File: src/rtl/cpu_pkg.sv
// Shared types and constants for the 4-bit processor: FSM states, opcodes, default widths.
package cpu_pkg;

  typedef enum logic [1:0] {
    FETCH  = 2'd0,
    DECODE = 2'd1,
    EXEC   = 2'd2,
    HALT   = 2'd3
  } state_t;

  localparam logic [3:0] OP_JMP = 4'hB;
  localparam logic [3:0] OP_JC  = 4'hC;
  localparam logic [3:0] OP_HLT = 4'hF;

  localparam int ADDR_W_DEF  = 4;
  localparam int INSTR_W_DEF = 8;

endpackage

File: src/rtl/program_counter.sv
// Program counter register: load has priority over increment; increment wraps modulo 2**ADDR_W.
module program_counter
  import cpu_pkg::*;
#(
  parameter int ADDR_W = ADDR_W_DEF
) (
  input  logic              clk,
  input  logic              rst_n,
  input  logic              en,
  input  logic              load,
  input  logic [ADDR_W-1:0] load_val,
  input  logic              inc,
  output logic [ADDR_W-1:0] pc
);

  always_ff @(posedge clk or negedge rst_n) begin
    if (!rst_n) begin
      pc <= '0;
    end else if (en) begin
      if (load) begin
        pc <= load_val;
      end else if (inc) begin
        pc <= pc + 1'b1;
      end
    end
  end

endmodule

File: src/rtl/fetch_unit.sv
// Instruction fetch/sequencing stage: FETCH -> DECODE -> EXEC/HALT, resolving JMP, JC and HLT locally.
// Build option FETCH_COND_JUMP_EN: when defined, opcode 4'hC is a carry-conditional jump.
module fetch_unit
  import cpu_pkg::*;
#(
  parameter int ADDR_W  = ADDR_W_DEF,
  parameter int INSTR_W = INSTR_W_DEF
) (
  input  logic               clk,
  input  logic               rst_n,
  input  logic               en,
  output logic [ADDR_W-1:0]  ram_addr,
  input  logic [INSTR_W-1:0] ram_data,
  input  logic               carry,
  input  logic               exec_ready,
  output logic               exec_valid,
  output logic [3:0]         opcode,
  output logic [3:0]         operand,
  output logic [ADDR_W-1:0]  pc,
  output logic               halted
);

  state_t             state, state_nx;
  logic [INSTR_W-1:0] ir;
  logic               ir_ld;
  logic               pc_load;
  logic               pc_inc;

  assign opcode     = ir[INSTR_W-1 -: 4];
  assign operand    = ir[3:0];
  assign exec_valid = (state == EXEC);
  assign halted     = (state == HALT);
  assign ram_addr   = pc;

`ifndef FETCH_COND_JUMP_EN
  logic unused_carry;
  assign unused_carry = carry;
`endif

  always_ff @(posedge clk or negedge rst_n) begin
    if (!rst_n) begin
      state <= FETCH;
      ir    <= '0;
    end else if (en) begin
      state <= state_nx;
      if (ir_ld) begin
        ir <= ram_data;
      end
    end
  end

  always_comb begin
    state_nx = state;
    ir_ld    = 1'b0;
    pc_load  = 1'b0;
    pc_inc   = 1'b0;
    case (state)
      FETCH: begin
        ir_ld    = 1'b1;
        state_nx = DECODE;
      end
      DECODE: begin
        case (opcode)
          OP_JMP: begin
            pc_load  = 1'b1;
            state_nx = FETCH;
          end
`ifdef FETCH_COND_JUMP_EN
          OP_JC: begin
            pc_load  = carry;
            pc_inc   = !carry;
            state_nx = FETCH;
          end
`endif
          OP_HLT:  state_nx = HALT;
          default: state_nx = EXEC;
        endcase
      end
      EXEC: begin
        // en gating of the handshake comes from the state/pc register enables
        if (exec_ready) begin
          pc_inc   = 1'b1;
          state_nx = FETCH;
        end
      end
      HALT:    state_nx = HALT;
      default: state_nx = FETCH;
    endcase
  end

  program_counter #(
    .ADDR_W(ADDR_W)
  ) u_pc (
    .clk      (clk),
    .rst_n    (rst_n),
    .en       (en),
    .load     (pc_load),
    .load_val (ADDR_W'(operand)),
    .inc      (pc_inc),
    .pc       (pc)
  );

endmodule

File: config.mk
export PLATFORM = sky130hd
export DESIGN_NAME = fetch_unit
export DESIGN_NICKNAME = d
export VERILOG_FILES = /design/src/rtl/cpu_pkg.sv /design/src/rtl/program_counter.sv /design/src/rtl/fetch_unit.sv
export SDC_FILE = /design/constraint.sdc
export NUM_CORES = 1
export LEC_CHECK = 0
export CAP_MARGIN = 10
export CORE_AREA = 2 2 49 51
export DETAILED_ROUTE_END_ITERATION = 7
export DIE_AREA = 0 0 51 53
export GPL_TIMING_DRIVEN = 1
export PLACE_DENSITY = 0.71
export SKIP_CTS_REPAIR_TIMING = 1
export SLEW_MARGIN = 0
export SYNTH_ARGS = -nofsm -noshare
export SYNTH_HDL_FRONTEND = slang
export SYNTH_SLANG_ARGS = --single-unit
File: constraint.sdc
create_clock -name clk -period 1.3 [get_ports clk]
set_input_delay 0.325 -clock clk [delete_from_list [all_inputs] [get_ports clk]]
set_output_delay 0.325 -clock clk [all_outputs]
set_load 0.01 [all_outputs]
==> metrics.md <==
| Metric | Value |
|---|---|
| Max_cap viols | `0` |
| Share of cells above drive strength 1 | `0.3679` |
| Final Max Slew Viols | `0` |
| Critical Path Fanout Max | `3` |
| CP Launch Point | `state[1]$_DFFE_PN0P_` |
| Nets | `121` |
| Area of the multi-input gates | `414.1 µm²` |
| Max Freq | `0.7092 GHz` |
| Via count | `665` |
| Sw Share | `0.3427` |
| Largest net degree at the start of global routing | `15` |
| Switching power | `0.9058 mW` |
| DIE HEIGHT | `53 µm` |
| # port buffers | `29` |
| Setup ws final | `-0.1100 ns` |
| Initial Util | `0.3646` |
| Setup CP Type | `reg -> out` |
| Status | `finished with violations` |
| CP Capture Type | `output port` |
| Synthesized net count | `81` |
| WL/cell | `14.68 µm` |
| Post-synth cell types | `32` |
| Design area | `1311 µm²` |
| Yosys warnings | `0` |
| Arr. time, crit path | `1.08 ns` |
| First-pass DRT Iterations | `4` |
| Worst-Skew Late Latency | `0.29 ns` |
| CTS Root Cell | `clkbuf_4` |
| CTS buffer count | `3` |
| # rows | `17` |
| Launch point of the worst reg-to-reg path | `state[0]$_DFFE_PN0P_` |
| Area share of the largest cell type after synthesis | `0.4473` |
| Vias in the first global route | `682` |
| Final Setup Violations | `12` |
| Max Root-Sink Buffers | `2` |
| Placed cell area | `1152 µm²` |
| Post-synthesis cell count | `67` |
| Final Cycle Share | `1.085` |
| Routed Antenna Nets | `0` |
| Synth Register Bits | `14` |
| Sequential fraction of design power | `0.306` |
| Pwr Density | `2016 nW/µm²` |
| Sequential share of the synthesized area | `0.4473` |
| Dominant cells by area after synthesis | `dfrtp_1 (45%), mux2_2 (12%), buf_4 (3.8%), and4b_1 (2.6%), inv_1 (2.4%)` |
| Clock transition at path regs | `0.09 ns` |
| Part of the power in combinational logic | `0.573` |
| Post-Syn Area per Cell | `11.69 µm²` |
| # H-tree levels | `1` |
| Ports | `31` |
| DRC | `0` |
| Place WS | `-0.4025 ns` |
| Minimum clock period | `1.410 ns` |
| DR vias/cell | `4.963` |
| Grt ovf | `0` |
| Relative slew margins | `0.8499` |
| CP Launch Type | `flip-flop` |
| Worst vdd ir | `1.193 mV` |
| Leakage | `0.8051 nW` |
| Worst hold-check path type | `in -> async` |
| Final HPWL DP | `1345 µm` |
| Worst-margin pin slew | `0.2236 ns` |
| Ant diodes | `0` |
| CTS tree | `yes` |
| Final Hold Violating Endpoints | `0` |
| Area grow syn2layout | `67.41%` |
| Die area | `2703 µm²` |
| Die Wd | `51 µm` |
| Total power | `2.643 mW` |
| Tot GR Track Use | `0.1500` |
| Yosys top cell by area | `dfrtp_1` |
| Internal | `1.738 mW` |
| Failing checks | `negative setup slack` |
| WL final | `1967 µm` |
| Skew final | `0.01151 ns` |
| Register area | `350.3 µm²` |
| Drt initial violations | `4` |
| Clk sinks | `14` |
| Fill count | `174` |
| Worst endpoint required time | `0.98 ns` |
| Mapped cell area | `783.3 µm²` |
| First-pass GRT wire length | `2960 µm` |
| Initial antenna violation count | `0` |
| GP Congestion | `0.8018` |
| RSZ-0062 raised after global routing | `true` |
| Clock Power Share | `0.121` |
| Total core area | `2148 µm²` |
## registers in the layout, indices dropped and copies added, names as in the netlist
name     flops
state        2
u_pc.pc      4
ir           8
## layer usage
metal / vias to the layer above / GRT usage / wire length (µm)
met5: - / 0 / 0
met4: 0 / 0.09459 / 48
met3: 5 / 0.02542 / 89
met2: 24 / 0.2662 / 968
met1: 313 / 0.1658 / 861
li1: 323 / - / -
## metrics by stage
stage          instances  hold slack, ns  setup TNS (ns)    util
2_1_floorplan         67         0.02941               0       -
3_3_place_gp         127          0.5255          -4.486  0.5364
3_5_place_dp         127          0.5286          -4.612  0.5364
4_1_cts              131          0.3440          -5.767  0.5533
5_1_grt              134          0.3789         -0.8592  0.6104
6_report             134          0.3404         -0.3258  0.6104
## kinds of logic after synthesis
kind of cell	count (synthesis)	synth area share
muxes	9	0.1278
buffers and inverters	12	0.07987
DFF	14	0.4473
adders and majority gates	1	0.01597
AOI/OAI and AO/OA	12	0.1294
and+or+nand+nor	19	0.1997
## final cells by class
cell class                 instances  share of cell area
clock buffer                       4             0.02767
sequential                        14              0.2672
tap                               28             0.02672
inverter                           5             0.01431
multi-input combinational         41              0.3158
timing repair buffer              42              0.3483
## critical path: stages, from the launching register on
cell and delay (ns):
dfrtp_1 0.41, buf_4 0.14, and2_4 0.14, buf_6 0.11
## final timing paths
path / slack (ns) / end / depth (start not counted)
hold reg to reg: 0.54 / ir[2]$_DFFE_PN0P_ / 1
min in group clk: 0.45 / state[1]$_DFFE_PN0P_ / 3
hold / removal: 0.34 / state[1]$_DFFE_PN0P_ / 2
setup reg to reg: -0.04 / ir[3]$_DFFE_PN0P_ / 4
setup / recovery: -0.11 / halted / 3
max in group asynchronous: 0.78 / ir[6]$_DFFE_PN0P_ / 2
## cells in the mapped netlist
master	count
dfrtp_1	14
mux2_2	8
inv_1	5
buf_4	4
a211oi_1	2
a21oi_1	2
a311oi_1	2
and4b_1	2
buf_2	2
nand2_1	2
nor2_1	2
o2bb2ai_1	2
a221oi_2	1
a22o_2	1
and2_1	1
and2_2	1
and3b_2	1
and3b_4	1
and4_1	1
clkbuf_1	1
ha_1	1
mux2i_1	1
nand3_1	1
nand4_1	1
nand4b_2	1
nor2b_1	1
nor2b_2	1
nor3_4	1
nor4_2	1
o21ai_0	1
o221a_2	1
or3_1	1
## power groups by stage
stage | registers, mW | clock network [mW] | logic [mW]
after floorplan | 0.900 | 0 | 0.566
after global placement | 0.803 | 0 | 1.35
after detailed placement | 0.817 | 0 | 1.37
after CTS | 0.811 | 0.330 | 1.37
after global routing | 0.839 | 0.350 | 1.61
final | 0.809 | 0.319 | 1.52
## cell usage in the layout (no fill, tap or decap), types with 2 or more instances in the layout
cell             Yosys  final
a311oi_1             2      2
nor2_1               2      2
nand2_1              2      2
mux2_4               0      8
a21oi_1              2      2
and2_4               0      2
buf_6                0      3
o2bb2ai_1            2      2
a211oi_1             2      2
inv_1                5      4
buf_4                4     10
dfrtp_1             14     14
clkdlybuf4s50_1      0      9
clkbuf_4             0      3
dlymetal6s2s_1       0     19
Note: power is estimated with default switching activity, not from simulation.
